**config.mk**
```make
export PLATFORM = sky130hd
export DESIGN_NAME = cu_sequencer
export DESIGN_NICKNAME = d
export VERILOG_FILES = /design/src/rtl/cu_sequencer.sv
export SDC_FILE = /design/constraint.sdc
export NUM_CORES = 1
export LEC_CHECK = 0
export ABC_CLOCK_PERIOD_IN_PS = 1590
export CELL_PAD_IN_SITES_DETAIL_PLACEMENT = 0
export CELL_PAD_IN_SITES_GLOBAL_PLACEMENT = 1
export CORE_ASPECT_RATIO = 1.1
export CORE_MARGIN = 3
export CORE_UTILIZATION = 14
export DETAILED_ROUTE_END_ITERATION = 7
export PLACE_DENSITY_LB_ADDON = 0.1
export SLEW_MARGIN = 40
export SYNTH_ARGS = -nofsm -noshare
export SYNTH_HDL_FRONTEND = slang
export SYNTH_SLANG_ARGS = --single-unit
```
**constraint.sdc**
```tcl
create_clock -name clock -period 1.59 [get_ports clock]
set_clock_uncertainty 0.2 [all_clocks]
set_input_delay 0.159 -clock clock [delete_from_list [all_inputs] [get_ports clock]]
set_output_delay 0.159 -clock clock [all_outputs]
set_load 0.005 [all_outputs]
```
**src/rtl/cu_sequencer.sv**
```systemverilog
// cu_sequencer: top-level control sequencer for the single-datapath CPU.
// Fetches an instruction, classifies its opcode into a decoder class (R, I,
// D, B), steps the selected combinational decoder through its states and
// forwards that decoder's control word to the datapath. Stalls on slow
// memory. Halts on illegal opcodes and on HLT.
//
// Optional feature: define CU_SEQ_STALL_TIMEOUT_EN to add a stall watchdog.
// The FSM then halts with fault=3 after TIMEOUT consecutive mem_ready-low
// cycles in FETCH or in stalled EXEC cycles.
module cu_sequencer #(
    parameter int CUL     = 36,
    parameter int TIMEOUT = 255
) (
    input  logic           clock,
    input  logic           reset_n,
    input  logic [31:0]    IR,
    input  logic [3:0]     status,
    input  logic           mem_ready,
    input  logic [CUL:0]   dec_cw,
    input  logic [2:0]     dec_NS,
    output logic [CUL:0]   controlWord,
    output logic [3:0]     state,
    output logic [2:0]     k_sel,
    output logic           instr_done,
    output logic           halted,
    output logic [1:0]     fault
);

    // Control word bit positions used by the sequencer itself.
    localparam int CW_W_REG       = 15;
    localparam int CW_MEM_CS_HI   = 13;
    localparam int CW_MEM_CS_LO   = 12;
    localparam int CW_IR_LOAD     = 9;
    localparam int CW_STATUS_LOAD = 8;
    localparam int CW_ADD_TRI     = 5;
    localparam int CW_DATA_TRI_HI = 4;
    localparam int CW_DATA_TRI_LO = 3;
    localparam int CW_PC_FS_HI    = 1;
    localparam int CW_PC_FS_LO    = 0;

    localparam logic [31:0] HLT_OPCODE = 32'hD440_0000;

    localparam logic [2:0] K_R    = 3'd0;
    localparam logic [2:0] K_I    = 3'd1;
    localparam logic [2:0] K_D    = 3'd2;
    localparam logic [2:0] K_B    = 3'd3;
    localparam logic [2:0] K_NONE = 3'd7;

    localparam logic [1:0] FAULT_NONE    = 2'd0;
    localparam logic [1:0] FAULT_ILLEGAL = 2'd1;
    localparam logic [1:0] FAULT_HLT     = 2'd2;
    localparam logic [1:0] FAULT_TIMEOUT = 2'd3;

    typedef enum logic [2:0] {
        S_RST,
        S_FETCH,
        S_DECODE,
        S_EXEC,
        S_HALT
    } fsm_t;

    fsm_t       fsm_q, fsm_d;
    logic [2:0] state_q, state_d;
    logic [2:0] k_sel_d;
    logic [1:0] fault_d;
    logic       halted_d;
    logic       done_d;

    // NZCV flags go straight to the decoders; the sequencer never looks at them.
    logic [3:0] unused_status;
    assign unused_status = status;

    // A memory EXEC cycle waits for mem_ready; all other cycles ignore it.
    logic mem_access;
    logic exec_stall;
    logic fetch_stall;
    assign mem_access  = |dec_cw[CW_MEM_CS_HI:CW_MEM_CS_LO];
    assign exec_stall  = (fsm_q == S_EXEC) && mem_access && !mem_ready;
    assign fetch_stall = (fsm_q == S_FETCH) && !mem_ready;

    logic timeout_hit;

`ifdef CU_SEQ_STALL_TIMEOUT_EN
    localparam int CNT_W = (TIMEOUT > 255) ? $clog2(TIMEOUT + 1) : 8;

    logic [CNT_W-1:0] stall_cnt;
    logic             stall_any;
    assign stall_any = fetch_stall || exec_stall;

    // Count consecutive stall cycles; any completed access restarts the count.
    always_ff @(posedge clock or negedge reset_n) begin
        if (!reset_n) begin
            stall_cnt <= '0;
        end else if (mem_ready) begin
            stall_cnt <= '0;
        end else if (stall_any) begin
            stall_cnt <= stall_cnt + 1'b1;
        end
    end

    // The TIMEOUT-th stall cycle is the last one; its closing edge enters HALT.
    assign timeout_hit = stall_any && (stall_cnt == CNT_W'(TIMEOUT - 1));
`else
    logic [31:0] unused_timeout;
    logic        unused_fetch_stall;
    assign unused_timeout     = 32'(TIMEOUT);
    assign unused_fetch_stall = fetch_stall;
    assign timeout_hit        = 1'b0;
`endif

    // Next-state logic: FSM transitions plus the values of every registered output.
    always_comb begin
        // NOTE: every variable gets a default first so no path leaves it unassigned (no latches).
        fsm_d    = fsm_q;
        state_d  = state_q;
        k_sel_d  = k_sel;
        fault_d  = fault;
        halted_d = halted;
        done_d   = 1'b0;

        unique case (fsm_q)
            S_RST: begin
                fsm_d = S_FETCH;
            end

            S_FETCH: begin
                if (timeout_hit) begin
                    fsm_d    = S_HALT;
                    fault_d  = FAULT_TIMEOUT;
                    halted_d = 1'b1;
                end else if (mem_ready) begin
                    fsm_d = S_DECODE;
                end
            end

            S_DECODE: begin
                // First match wins; HLT is checked before any class pattern.
                fsm_d   = S_EXEC;
                state_d = 3'd0;
                if (IR == HLT_OPCODE) begin
                    k_sel_d  = K_NONE;
                    fsm_d    = S_HALT;
                    state_d  = state_q;
                    fault_d  = FAULT_HLT;
                    halted_d = 1'b1;
                end else if (IR[28:26] == 3'b101) begin
                    k_sel_d = K_B;
                end else if (IR[27] && !IR[25]) begin
                    k_sel_d = K_D;
                end else if (IR[28:26] == 3'b100) begin
                    k_sel_d = K_I;
                end else if (IR[27:25] == 3'b101) begin
                    k_sel_d = K_R;
                end else begin
                    k_sel_d  = K_NONE;
                    fsm_d    = S_HALT;
                    state_d  = state_q;
                    fault_d  = FAULT_ILLEGAL;
                    halted_d = 1'b1;
                end
            end

            S_EXEC: begin
                if (timeout_hit) begin
                    fsm_d    = S_HALT;
                    fault_d  = FAULT_TIMEOUT;
                    halted_d = 1'b1;
                end else if (exec_stall) begin
                    fsm_d = S_EXEC;
                end else if (dec_NS == 3'd0) begin
                    done_d = 1'b1;
                    fsm_d  = S_FETCH;
                end else begin
                    state_d = dec_NS;
                end
            end

            S_HALT: begin
                fsm_d = S_HALT;
            end

            default: begin
                fsm_d = S_RST;
            end
        endcase
    end

    // State register and registered outputs; reset lands in RST with everything cleared.
    always_ff @(posedge clock or negedge reset_n) begin
        if (!reset_n) begin
            fsm_q      <= S_RST;
            state_q    <= 3'd0;
            k_sel      <= K_R;
            fault      <= FAULT_NONE;
            halted     <= 1'b0;
            instr_done <= 1'b0;
        end else begin
            // NOTE: non-blocking assignments so every register samples pre-edge values.
            fsm_q      <= fsm_d;
            state_q    <= state_d;
            k_sel      <= k_sel_d;
            fault      <= fault_d;
            halted     <= halted_d;
            instr_done <= done_d;
        end
    end

    assign state = {1'b0, state_q};

    // Control word to the datapath: fixed patterns for FETCH, decoder word in EXEC, NOP otherwise.
    always_comb begin
        controlWord = '0;
        unique case (fsm_q)
            S_FETCH: begin
                controlWord[CW_MEM_CS_HI:CW_MEM_CS_LO]     = 2'b01;
                controlWord[CW_ADD_TRI]                    = 1'b1;
                controlWord[CW_DATA_TRI_HI:CW_DATA_TRI_LO] = 2'b01;
                if (mem_ready) begin
                    controlWord[CW_IR_LOAD]               = 1'b1;
                    controlWord[CW_PC_FS_HI:CW_PC_FS_LO]  = 2'b01;
                end
            end
            S_EXEC: begin
                controlWord = dec_cw;
                // A stalled memory cycle must not commit any architectural state.
                if (exec_stall) begin
                    controlWord[CW_W_REG]                = 1'b0;
                    controlWord[CW_STATUS_LOAD]          = 1'b0;
                    controlWord[CW_IR_LOAD]              = 1'b0;
                    controlWord[CW_PC_FS_HI:CW_PC_FS_LO] = 2'b00;
                end
            end
            default: begin
                controlWord = '0;
            end
        endcase
    end

endmodule

```
==> summary.txt, run 1 <==
Status
  – Status: finished with violations
  – Failing checks: setup timing

Synthesis
  – Mapped cell area: 970.9 um^2
  – #FFs+latches synth: 13
  – Mapped Cells: 117
  – Number of flops mapped to enable cells by yosys: 0
  – Sequential area share after synthesis: 33.51%
  – Synth Warn #: 0
  – Ys async rst share: 100.0%
  – Synthesized area per cell: 8.299 um^2
  – Synth cell types: 34
  – Syn Nets: 196
  – Synth Flop Type: dfrtp_1

Power
  – Pwr dens: 1209 nW/um^2
  – Leak pwr: 1.318 nW
  – Pwr Total: 3.350 mW
  – Worst VDD drop: 0.4600 mV

Run
  – Max-cap viol count: 0

Setup path
  – Critical path class: flop to output port
  – CP bufs+invs: 3
  – CP required: 1.23 ns
  – Crit path max fanout: 7
  – Slowest-stage cell, CP: dfrtp_1
  – Setup crit end kind: output port
  – Reg-to-Reg Start: fsm_q[1]
  – Cell family with most CP delay: simple AND/OR/NAND/NOR gates
  – CP startpoint: fsm_q[1]
  – CP arrival: 1.46 ns
  – Crit start category: flop
  – CP cell instances: and3b_2, buf_4, clkbuf_16, and2_1, buf_2
  – Largest stage delay, worst path: 0.38 ns
  – Number of cells on the critical path: 5
  – Worst R2R Path Depth: 6

Placement
  – Gpl congestion: 0.6415
  – Placed Area: 2454 um^2
  – Place WS: -0.4884 ns
  – IO buf count: 121
  – Post-DP HPWL: 3.431 mm

Routing
  – WL final: 4.434 mm
  – Post-DRT Antenna Nets: 0
  – First-pass DRT Iterations: 4
  – DR WL/cell: 12.42 um
  – DRC violations left: 0
  – Number of vias per cell: 3.936
  – DRT iter0 DRCs: 23
  – DR vias: 1405

Timing
  – Final Hold Viols: 0
  – Fmax: 549.8 MHz
  – Tmin final: 1.819 ns
  – Endpoints failing setup: 46
  – Fin crit share: 114.4%
  – Setup ws final: -0.2288 ns
  – RSZ-0062 raised after global routing: true
  – Final slew viol count: 0

Floorplan
  – Die H: 93.34 um
  – Die width: 85.40 um
  – CORE AREA: 6671 um^2
  – IO Pins: 127
  – DIE AREA: 7971 um^2
  – FP Rows: 31
  – Initial Util: 14.55%

Layout
  – Post-Layout Inst Area: 2770 um^2
  – # diodes: 0
  – Most frequent cells in the layout: clkdlybuf4s50_1, buf_4, buf_6
  – Layout cells sized above 1: 43.27%
  – Final-stage net count: 355
  – Area grow syn2layout: 185.3%
  – Most common cell after layout, fill and taps aside: clkdlybuf4s50_1

CTS
  – Bufs on Longest Clock Path: 2
  – CTS sink cnt: 13
  – Clk_lat worst skew: 0.24 ns
  – CTS clk-pin slew, worst paths: 0.06 ns
  – CTS tree: yes
  – Clock root buffer: clkbuf_8
  – Num CTS Buffers: 3
  – Post-cts hold buffer count: 0
  – H-tree Lvls: 1

Global route
  – Vias in the first global route: 1433
  – Overflow after GRT: 0
  – Initial antenna violation count: 0
  – First-pass GRT wire length: 6.706 mm
  – Total track usage: 10.30%
  – Largest net degree at the start of global routing: 15

Worst hold path
  – HP Class: input pin to async pin
## routing by layer
metal  part of all wire [%]  wire length [um]  global-route usage, %
met1                     38              1666                  12.06
met2                     53              2356                  19.37
met4                   0.61                27                  2.375
met5                      0                 0                      0
met3                    8.7               384                  1.674
## stage by stage
stage               hold slack, ns  setup TNS (ns)  utilization [%]  std cells
global placement            0.2667          -15.71            36.78        341
global route               0.04047          -10.10            41.52        357
CTS                        0.02321          -7.601            39.33        356
detailed placement          0.2695          -15.55            36.78        341
finish                     0.02092          -6.961            41.52        357
floorplan                  -0.3366         -0.1940                -        117
## where the power goes
| part | switching, mW | internal [mW] |
|---|---|---|
| logic | 0.888 | 1.65 |
| registers | 0.0644 | 0.452 |
| clock network | 0.114 | 0.177 |
| total | 1.07 | 2.28 |
## area by class of cell
| cell class | count | area, um^2 |
|---|---|---|
| fillers | 690 | 3901 |
| multi-input cells | 93 | 764.5 |
| repair buffers | 160 | 1514 |
| well taps | 82 | 102.6 |
| clock buffers | 4 | 45.04 |
| flip-flops and latches | 13 | 325.3 |
| inverters | 5 | 18.77 |
## flip-flops by register name, indices dropped and copies added, names as in the netlist
signal and flops:
fsm_q 3, halted 1, fault 2, state_q 3
instr_done 1, k_sel 3
## worst paths after layout
kind,end,slack [ns]
worst max-delay path,controlWord[24],-0.23
worst min-delay path,k_sel[0],0.02
worst max register to register,k_sel[2],-0.19
worst min register to register,fault[1],0.28
max in group asynchronous,instr_done,1.01
min in group clock,fault[1],0.28
## cells in the mapped netlist (2+ instances only)
| cell type | n | area, um^2 |
|---|---|---|
| a21oi_1 | 8 | 40.04 |
| a22o_1 | 3 | 26.28 |
| and2_1 | 34 | 212.7 |
| clkbuf_1 | 4 | 15.01 |
| dfrtp_1 | 13 | 325.3 |
| inv_1 | 5 | 18.77 |
| nand2_1 | 6 | 22.52 |
| nand4_1 | 2 | 12.51 |
| nor2_1 | 5 | 18.77 |
| nor2b_1 | 2 | 12.51 |
| nor3_1 | 2 | 10.01 |
| nor3b_1 | 3 | 22.52 |
| nor4_1 | 5 | 31.28 |
| nor4b_1 | 2 | 17.52 |
| o21ai_0 | 4 | 20.02 |
## timing repair
action | in CTS | in global routing
setup buffers | 10 | 3
cloned | 2 | 1
pin swaps | 24 | 11
gates resized for setup | 197 | 40
endpoints found under the setup margin | 49 | 50
## cell families after synthesis
| logic type | synth area share (%) |
|---|---|
| other | 0.3862 |
| buffers and inverters | 5.412 |
| flip-flops | 33.50 |
| AND/OR/NAND/NOR | 42.14 |
| AO/OA/AOI/OAI | 17.53 |
| multiplexers | 1.031 |
Note: power is estimated with default switching activity, not from simulation.
==> run 2: changes to the inputs <==
--- a/config.mk
+++ b/config.mk
@@ -6,6 +6,7 @@
 export NUM_CORES = 1
 export LEC_CHECK = 0
 export ABC_CLOCK_PERIOD_IN_PS = 1590
+export CAP_MARGIN = 20
 export CELL_PAD_IN_SITES_DETAIL_PLACEMENT = 0
 export CELL_PAD_IN_SITES_GLOBAL_PLACEMENT = 1
 export CORE_ASPECT_RATIO = 1.1
==> results of run 2 <==
No change in the layout: final DEF, timing and power equal those of run 1.
==> run 3: changes to the inputs <==
--- a/config.mk
+++ b/config.mk
@@ -7,13 +7,11 @@
 export LEC_CHECK = 0
 export ABC_CLOCK_PERIOD_IN_PS = 1590
 export CAP_MARGIN = 20
-export CELL_PAD_IN_SITES_DETAIL_PLACEMENT = 0
-export CELL_PAD_IN_SITES_GLOBAL_PLACEMENT = 1
 export CORE_ASPECT_RATIO = 1.1
 export CORE_MARGIN = 3
-export CORE_UTILIZATION = 14
+export CORE_UTILIZATION = 23
 export DETAILED_ROUTE_END_ITERATION = 7
-export PLACE_DENSITY_LB_ADDON = 0.1
+export PLACE_DENSITY = 0.78
 export SLEW_MARGIN = 40
 export SYNTH_ARGS = -nofsm -noshare
 export SYNTH_HDL_FRONTEND = slang
==> summary.txt, run 3 (same netlist as run 1, synthesis figures left out) <==
CTS
  – Post-cts hold buffer count: 0 (unchanged)
  – Clk_lat worst skew: 0.24 ns (about the same)
  – CTS clk-pin slew, worst paths: 0.06 ns (about the same)
  – Bufs on Longest Clock Path: 2 (unchanged)
  – Clock root buffer: clkbuf_8
  – Num CTS Buffers: 3 (unchanged)
  – CTS tree: yes
  – H-tree Lvls: 1 (unchanged)
  – CTS sink cnt: 13 (unchanged)

Setup path
  – Worst R2R Path Depth: 7 (+1)
  – Reg-to-Reg Start: fsm_q[2]
  – Critical path class: flop to flop
  – Setup crit end kind: flop
  – Crit start category: flop
  – FF-to-FF setup slack: -0.26 ns (-0.07 ns)
  – CP required: 1.51 ns (+0.28 ns)
  – Crit path max fanout: 7 (unchanged)
  – FF-to-FF End: state_q[2]
  – CP arrival: 1.78 ns (+0.32 ns)

Routing
  – Post-DRT Antenna Nets: 0 (unchanged)
  – DR WL/cell: 15.30 um (+23%)
  – First-pass DRT Iterations: 4 (unchanged)
  – DRC violations left: 0 (unchanged)
  – WL final: 4.941 mm (+11%)
  – Number of vias per cell: 4.381 (+11%)
  – DR vias: 1415 (+0.71%)
  – DRT iter0 DRCs: 42 (+83%)

Power
  – Leak pwr: 1.464 nW (+11%)
  – Worst VDD drop: 1.138 mV (+150%)
  – Pwr Total: 3.758 mW (+12%)
  – Pwr dens: 1289 nW/um^2 (+6.5%)

Placement
  – IO buf count: 121 (unchanged)
  – Post-DP HPWL: 3.534 mm (+3.0%)
  – Place WS: -0.5052 ns (-0.01675 ns)
  – Gpl congestion: 0.6985 (+8.9%)
  – Dpl cells: 305 (-11%)

Floorplan
  – Die H: 74.15 um (-21%)
  – CORE AREA: 4024 um^2 (-40%)
  – IO Pins: 127 (unchanged)
  – Die width: 67.95 um (-20%)
  – DIE AREA: 5038 um^2 (-37%)
  – FP Rows: 24 (-23%)
  – Initial Util: 24.13% (+9.6 points)

Worst hold path
  – HP Class: input pin to async pin

Global route
  – Largest net degree at the start of global routing: 14 (-1)
  – Initial antenna violation count: 0 (unchanged)
  – Total track usage: 18.54% (+8.2 points)
  – First-pass GRT wire length: 7.141 mm (+6.5%)
  – Vias in the first global route: 1481 (+3.3%)
  – Overflow after GRT: 0 (unchanged)

Timing
  – Final slew viol count: 0 (unchanged)
  – RSZ-0062 raised after global routing: true
  – Setup ws final: -0.2626 ns (-0.03377 ns)
  – Fin crit share: 116.5% (+2.1 points)
  – Hold WS: 0.03411 ns (+0.01319 ns)
  – Endpoints failing setup: 50 (+8.7%)
  – Tmin final: 1.853 ns (+0.03377 ns)
  – Fmax: 539.8 MHz (-1.8%)
  – Final Hold Viols: 0 (unchanged)

Layout
  – Final-stage net count: 351 (-1.1%)
  – Regs by FF count: fsm_q: 3 flops, k_sel: 3 flops, state_q: 3 flops
  – Most frequent cells in the layout: clkdlybuf4s50_1, buf_6, and2_4
  – Post-layout util: 72.48% (+31 points)
  – Area grow syn2layout: 200.4%
  – Finished Layout Cells: 323 (-9.5%)
  – Most common cell after layout, fill and taps aside: clkdlybuf4s50_1
  – # diodes: 0 (unchanged)
  – Layout cells sized above 1: 47.60% (+4.3 points)

Status
  – Status: finished with violations
  – Failing checks: setup timing

Run
  – Max-cap viol count: 0 (unchanged)
## run 3: cell type report
type | instances | area [um^2]
Clock buffer | 4 | 45.04
Fill cell | 291 | 1107
Inverter | 5 | 18.77
Multi-Input combinational cell | 93 | 823.3
Sequential cell | 13 | 325.3
Tap cell | 52 | 65.06
Timing Repair Buffer | 156 | 1639
## run 3: how the worst max path moves through the flow
stage | depth (start not counted) | from | endpoint | slack [ns]
floorplan | 4 | fsm_q[2] | state_q[0] | -0.06
global placement | 5 | dec_cw[12] | controlWord[8] | -0.47
detailed placement | 5 | dec_cw[12] | controlWord[1] | -0.51
CTS | 7 | fsm_q[2] | state_q[2] | -0.24
global route | 7 | fsm_q[2] | state_q[2] | -0.32
finish | 7 | fsm_q[2] | state_q[2] | -0.26
## run 3: critical path: stages (launching register included)
cell,delay [ns]
dfrtp_1,0.37
and3b_2,0.26
buf_6,0.11
buf_6,0.12
buf_16,0.12
nor3b_4,0.23
o32ai_4,0.13
a22o_1,0.20
## run 3: per-stage QoR
step | TNS [ns] | cell area (um^2)
after CTS | -8.795 | 2755
after global routing | -12.30 | 2917
after global placement | -12.20 | 2384
after detailed placement | -12.43 | 2384
final | -9.839 | 2917
after floorplan | -0.1940 | 970.9
## run 3: routing by layer
layer / vias to the layer above / wire length (um) / share of wire (%) / track usage, %
li1: 710 / - / - / -
met1: 664 / 1944 / 39 / 23.96
met2: 37 / 2782 / 56 / 32.76
met3: 4 / 188 / 3.8 / 3.172
met4: 0 / 26 / 0.53 / 2.649
met5: - / 0 / 0 / 0
## run 3: power by group
group	leakage [nW]	internal (mW)	switching, mW
Combinational	1.29	1.95	1.00
Sequential	0.154	0.452	0.0674
Clock	0.0228	0.177	0.114
## run 3: what timing repair did
action | CTS | global route
pin swaps | 42 | 15
resized for setup | 243 | 39
endpoints found under the setup margin | 49 | 49
setup buffers | 8 | 3
cloned | 3 | 0
